### src/rtl/lane_del_conn_array.sv
// Parallel connection-deletion lanes: NUM_LANES genes per beat, each lane draws from its
// own 16-bit Galois LFSR and deletes its gene when the draw is under conn_del_prob, subject
// to a per-genome deletion limit (low lane index wins). Tracks the max hidden node ID of kept
// genes. One register stage, valid/ready on both sides.
// Optional: define LANE_STATS_EN to add o_stat_del_total, a saturating count of all deletions.
module lane_del_conn_array #(
  parameter int unsigned NUM_LANES = 4,
  parameter int unsigned GENE_SZ   = 64,
  parameter int unsigned ID_W      = 8,
  parameter int unsigned PROB_W    = 8,
  parameter int unsigned LIM_DEL   = 8,
  parameter int unsigned NUM_IO    = 4,
  parameter logic [15:0] SEED      = 16'hACE1,
  localparam int unsigned CNT_W    = $clog2(LIM_DEL + 1)
) (
  input  logic                         i_clk,
  input  logic                         i_rst_n,
  input  logic                         i_state,
  input  logic [PROB_W-1:0]            i_conn_del_prob,
  input  logic                         i_in_valid,
  output logic                         o_in_ready,
  input  logic                         i_in_last,
  input  logic [NUM_LANES-1:0]         i_in_mask,
  input  logic [NUM_LANES*GENE_SZ-1:0] i_gene_in,
  output logic                         o_out_valid,
  input  logic                         i_out_ready,
  output logic                         o_out_last,
  output logic [NUM_LANES-1:0]         o_out_keep,
  output logic [NUM_LANES*GENE_SZ-1:0] o_gene_out,
  output logic [ID_W-1:0]              o_hidden_node_max,
  output logic [CNT_W-1:0]             o_del_count
`ifdef LANE_STATS_EN
  ,
  output logic [31:0]                  o_stat_del_total
`endif
);

  localparam logic [CNT_W-1:0] LimC = CNT_W'(LIM_DEL);
  localparam logic [ID_W-1:0]  IoC  = ID_W'(NUM_IO);

  typedef enum logic [0:0] {StIdle, StActive} fsm_e;

  fsm_e                         r_fsm, w_fsm_next;
  logic                         r_state_lat;
  logic                         w_state_eff;
  logic                         w_accept;
  logic                         w_start;
  logic [15:0]                  r_lfsr [NUM_LANES];
  logic [NUM_LANES-1:0]         w_del;
  logic [NUM_LANES-1:0]         w_keep;
  logic [CNT_W-1:0]             r_del_cnt, w_del_base, w_del_next;
  logic [ID_W-1:0]              r_node_max, w_max_base, w_max_next;
  logic [ID_W-1:0]              w_in_node, w_out_node;
  logic                         r_out_valid;
  logic                         r_out_last;
  logic [NUM_LANES-1:0]         r_out_keep;
  logic [NUM_LANES*GENE_SZ-1:0] r_gene_out;

  function automatic logic [15:0] lfsr_adv(input logic [15:0] v);
    return {1'b0, v[15:1]} ^ (v[0] ? 16'hB400 : 16'h0000);
  endfunction

  assign o_in_ready  = !r_out_valid | i_out_ready;
  assign w_accept    = i_in_valid & o_in_ready;
  assign w_start     = w_accept & (r_fsm == StIdle);
  // The first beat of a genome uses the live state input and fresh counters.
  assign w_state_eff = (r_fsm == StIdle) ? i_state : r_state_lat;
  assign w_del_base  = (r_fsm == StIdle) ? '0 : r_del_cnt;
  assign w_max_base  = (r_fsm == StIdle) ? '0 : r_node_max;

  // Genome framing state and latched enable.
  always_ff @(posedge i_clk or negedge i_rst_n) begin
    if (!i_rst_n) begin
      r_fsm       <= StIdle;
      r_state_lat <= 1'b0;
    end else begin
      r_fsm <= w_fsm_next;
      if (w_start) r_state_lat <= i_state;
    end
  end

  // Next-state: a beat with last closes the genome, anything else keeps it open.
  always_comb begin
    w_fsm_next = r_fsm;
    unique case (r_fsm)
      StIdle:   if (w_accept && !i_in_last) w_fsm_next = StActive;
      StActive: if (w_accept && i_in_last)  w_fsm_next = StIdle;
      default:  w_fsm_next = StIdle;
    endcase
  end

  // Per-lane deletion decision with limit priority, and running hidden-node max.
  always_comb begin
    w_del_next = w_del_base;
    w_max_next = w_max_base;
    w_del      = '0;
    w_keep     = '0;
    w_in_node  = '0;
    w_out_node = '0;
    for (int i = 0; i < NUM_LANES; i++) begin
      w_out_node = i_gene_in[i*GENE_SZ +: ID_W];
      w_in_node  = i_gene_in[i*GENE_SZ+ID_W +: ID_W];
      if (w_state_eff && i_in_mask[i] && (r_lfsr[i][PROB_W-1:0] < i_conn_del_prob) &&
          (w_del_next < LimC)) begin
        w_del[i]   = 1'b1;
        w_del_next = w_del_next + CNT_W'(1);
      end
      w_keep[i] = i_in_mask[i] & !w_del[i];
      if (w_keep[i]) begin
        if (w_in_node >= IoC && w_in_node > w_max_next)   w_max_next = w_in_node;
        if (w_out_node >= IoC && w_out_node > w_max_next) w_max_next = w_out_node;
      end
    end
  end

  // Lane LFSRs advance together on every accepted beat, mask notwithstanding.
  always_ff @(posedge i_clk or negedge i_rst_n) begin
    if (!i_rst_n) begin
      for (int i = 0; i < NUM_LANES; i++) r_lfsr[i] <= SEED ^ 16'(i + 1);
    end else if (w_accept) begin
      for (int i = 0; i < NUM_LANES; i++) r_lfsr[i] <= lfsr_adv(r_lfsr[i]);
    end
  end

  // Output register stage; genome totals update only on accept.
  always_ff @(posedge i_clk or negedge i_rst_n) begin
    if (!i_rst_n) begin
      r_out_valid <= 1'b0;
      r_out_last  <= 1'b0;
      r_out_keep  <= '0;
      r_gene_out  <= '0;
      r_del_cnt   <= '0;
      r_node_max  <= '0;
    end else if (w_accept) begin
      r_out_valid <= 1'b1;
      r_out_last  <= i_in_last;
      r_out_keep  <= w_keep;
      r_gene_out  <= i_gene_in;
      r_del_cnt   <= w_del_next;
      r_node_max  <= w_max_next;
    end else if (i_out_ready) begin
      r_out_valid <= 1'b0;
    end
  end

  assign o_out_valid       = r_out_valid;
  assign o_out_last        = r_out_last;
  assign o_out_keep        = r_out_keep;
  assign o_gene_out        = r_gene_out;
  assign o_del_count       = r_del_cnt;
  assign o_hidden_node_max = r_node_max;

`ifdef LANE_STATS_EN
  logic [31:0] r_stat_total;
  logic [32:0] w_stat_sum;

  assign w_stat_sum = {1'b0, r_stat_total} + 33'($countones(w_del));

  // Lifetime deletion total, saturating at all-ones.
  always_ff @(posedge i_clk or negedge i_rst_n) begin
    if (!i_rst_n) begin
      r_stat_total <= '0;
    end else if (w_accept) begin
      r_stat_total <= w_stat_sum[32] ? 32'hFFFF_FFFF : w_stat_sum[31:0];
    end
  end

  assign o_stat_del_total = r_stat_total;
`endif

endmodule

### config.mk
export PLATFORM = sky130hd
export DESIGN_NAME = lane_del_conn_array
export DESIGN_NICKNAME = d
export VERILOG_FILES = /design/src/rtl/lane_del_conn_array.sv
export SDC_FILE = /design/constraint.sdc
export NUM_CORES = 1
export LEC_CHECK = 0
export CORE_MARGIN = 3
export CORE_UTILIZATION = 35
export DETAILED_ROUTE_END_ITERATION = 6
export GPL_TIMING_DRIVEN = 0
export SLEW_MARGIN = 15
export SYNTH_ARGS = -nofsm -noshare
export SYNTH_HDL_FRONTEND = slang
export SYNTH_SLANG_ARGS = --single-unit
### constraint.sdc
create_clock -name i_clk -period 18.55 [get_ports i_clk]
set_input_delay 5.565 -clock i_clk [delete_from_list [all_inputs] [get_ports i_clk]]
set_output_delay 5.565 -clock i_clk [all_outputs]
set_load 0.005 [all_outputs]
==> impl_metrics.ini <==
[final_layout]
final_cell_count_no_fill = 3296
drive_gt1_share_pct = 12.8
final_area_um2 = 26100
fill_cells = 4273
area_growth_pct = 54.5
layout.nets = 3014

[global_route]
grtUsageMet2_pct = 43.3
antenna_found_initial = 7
grt_max_degree = 95
grt_usage_pct = 24.8
grt_pass1_vias = 16700
grt.busiest_layer = met2
use_met1_pct = 30.5
met3_usage_pct = 6.80
overflow = 0
grt_pass1_wl_mm = 97.9

[place]
hpwl_mm = 49.3
port_buffers = 543
dpl_worst_slack_ns = -3.12
placed_area_um2 = 23500
place_inst = 3152
gp_congestion = 0.907

[synth]
syn_nets = 2358
synthXorXnorAreaFrac_pct = 1.55
synth_edf_count = 0
synth-async-reset-ratio_pct = 100
yosysSeqAreaShare_pct = 50.6
synthMuxAreaShare_pct = 1.84
ys_types = 78
synth_cells = 1999
synthSimpleGateAreaFrac_pct = 26.2
syn_area_per_cell_um2 = 8.46
synth-compound-area-share_pct = 10.1
synth_top_family_by_area = simple AND/OR/NAND/NOR gates
synth-seq-cells = 340
synth_ff_type = dfrtp_1
synth_area_um2 = 16900
synth-adder-area-share_pct = 6.41
yosys_warnings = 0

[floorplan]
start_util_pct = 35.9
num_rows = 79
die_y_um = 226
dieArea_um2 = 51000
core-area_um2 = 47100
io_pins = 549
die_width_um = 226

[routing]
firstDrtPassIters = 7
ant_nets = 0
finalWirelength_mm = 65.3
drc_errors = 0
route.vias.total = 16400
drt_iter0_markers = 892
post_drt_wl_per_cell_um = 19.8
viasPerCell = 4.97

[timing]
finalCritPeriodShare_pct = 104
finalSetupViolCount = 8
final-hold-violation-count = 0
worst_slew_pin_slew_ns = 1.03
clock_skew_ns = 0.0257
setup_ws_ns = -0.653
fin_crit_ns = 19.20
max_freq_mhz = 52.1
final_max_slew_viol_count = 0
rsz0062_at_grt = true
relSlewSlack_pct = 31.4

[flow_run]
maxCapViolCount = 0

[clocking]
cts_tree = done
cts-root-buf = clkbuf_16
cts_max_level = 2
cts_sinks = 340
cts.clk_slew.worst_paths_ns = 0.06
clkLatencyLatePin_ns = 0.56
cts.path.max_buffers = 3
cts_buffers = 40

[run_status]
status = finished with violations
violations = negative setup slack

[hold_path]
hp-class = reg -> reg

[critical_path]
slowest_stage = ha_1
critical_path_required_ns = 19.02
path_class = in -> reg
start_kind = input port
crit_arrival_ns = 19.68
slowest_delay_ns = 0.45
endpoint_kind = register
cp_max_fo = 8
crit_top_cell = a21o_1

[power_and_ir_drop]
cellLeakagePower_uw = 0.0122
irDropWorstVdd_v = 0.0000964
powerDensity_nw_per_um2 = 153
## cell type report
class	instances	area [µm²]	share of cell area, %
well taps	607	759	2.91
inverters	46	173	0.661
diodes	3	7.51	0.0287
multi-input cells	1513	8750	33.5
plain buffers	99	444	1.70
clock inverters	9	161	0.618
clock buffers	64	1220	4.68
repair buffers	615	6070	23.2
flip-flops and latches	340	8550	32.7
## worst paths after layout
check                                        from                               end  slack (ns)  depth (start not counted)
max in group asynchronous                 i_rst_n       o_gene_out[145]$_DFFE_PN0P_       12.22                          3
min in group asynchronous                 i_rst_n       o_gene_out[255]$_DFFE_PN0P_        4.98                          1
hold / removal             r_lfsr[15]$_DFFE_PN1P_            r_lfsr[15]$_DFFE_PN1P_        0.46                          2
hold reg to reg            r_lfsr[15]$_DFFE_PN1P_            r_lfsr[15]$_DFFE_PN1P_        0.46                          2
setup reg to reg                         register  o_hidden_node_max[7]$_DFFE_PN0P_        2.35                         82
setup / recovery                    i_gene_in[14]  o_hidden_node_max[7]$_DFFE_PN0P_       -0.65                         80
## cells in the final DEF (no fill, tap or decap), types with 7 or more instances in the layout
cell,count
clkbuf_1,96
nand2b_1,14
xnor2_1,25
nor2b_1,13
o211ai_1,7
o21a_1,9
clkbuf_8,9
nor2_1,35
nand2_2,10
nor2_4,8
a21oi_4,7
o21ai_0,64
a21oi_1,27
a21oi_2,16
inv_1,40
buf_1,7
o21ai_2,8
buf_4,66
clkdlybuf4s50_1,534
buf_6,9
nand2_1,961
nand3_1,13
ha_1,60
a21o_1,20
dfstp_2,33
o21ai_1,8
nand4_1,8
mux2i_1,7
mux2i_2,9
clkbuf_16,42
mux2_2,9
dfrtp_1,307
ha_4,22
## state kept, by name, summed over array words and instances (netlist names), named ones only
register / cells
r_state_lat: 1
o_out_valid: 1
o_out_keep: 4
o_gene_out: 256
o_hidden_node_max: 8
o_del_count: 4
o_out_last: 1
r_lfsr: 64
## worst max-delay path, delay by kind of cell
kind	cells	cell delay, ns
buffers and inverters	13	1.74
AND/OR/NAND/NOR	22	3.00
multiplexers	3	0.71
AO/OA/AOI/OAI	34	6.21
adder cells (fa/ha/maj)	8	2.37
## power by group
part / total (µW) / leakage (µW) / switching [µW] / internal (µW)
Sequential: 1000 / 0.00415 / 106 / 897
Clock: 828 / 0.000669 / 320 / 508
Combinational: 2180 / 0.00741 / 1100 / 1080
## cells by family (layout without fill, tap and decap cells)
kind of cell               count (synthesis)  count (layout)
AOI/OAI and AO/OA                        253             253
xor gates and xnor gates                  30              30
adders and majority gates                 87              87
buffers and inverters                    146             833
DFF                                      340             340
muxes                                     29              29
other                                      0               3
and+or+nand+nor                         1114            1114
## through the flow
step           power [µW]  setup TNS (ns)  util [%]  hold WS, ns
6_report             4010           -4.90      55.4        0.461
5_1_grt              4260           -9.65      55.4        0.473
4_1_cts              3830           -3.37      54.5        0.462
3_5_place_dp         2630          -24.47      49.7        0.452
3_3_place_gp         2580        -1057.07      49.6        0.448
2_1_floorplan        2050          -0.876         -        0.439
## what timing repair did
| action | CTS | global route |
|---|---|---|
| setup buffers | 45 | 21 |
| pin swaps | 65 | 69 |
| gates resized for setup | 137 | 67 |
| cloned | 3 | 0 |
| setup endpoints to repair | 8 | 8 |
| hold buffers | 0 | 0 |
## Yosys cell counts, types with 8 or more instances
master    instances  area, µm²
nand2_1         972       3650
dfrtp_1         307       7680
clkbuf_1         88        330
ha_1             85       1060
o21ai_0          75        375
a21oi_1          49        245
inv_1            45        169
nor2_1           43        161
dfstp_2          33        867
xnor2_1          25        219
a21o_1           20        150
mux2i_1          18        180
nand3_1          18       90.1
nand2b_1         15       93.8
nor2b_1          13       81.3
a31oi_1           9       56.3
mux2_2            9        101
o21a_1            9       67.6
a22oi_1           8       60.1
and2_1            8       50.1
nand4_1           8       50.1
o21ai_1           8       40.0
o221ai_1          8       70.1
## metal layers
metal	part of all wire (%)	wire [µm]	up-vias
li1	-	-	7835
met1	41	26600	7941
met2	50	32700	503
met3	7.0	4570	86
met4	2.1	1360	10
met5	0.097	63	-
No activity file was read; power rests on OpenSTA's default activity.
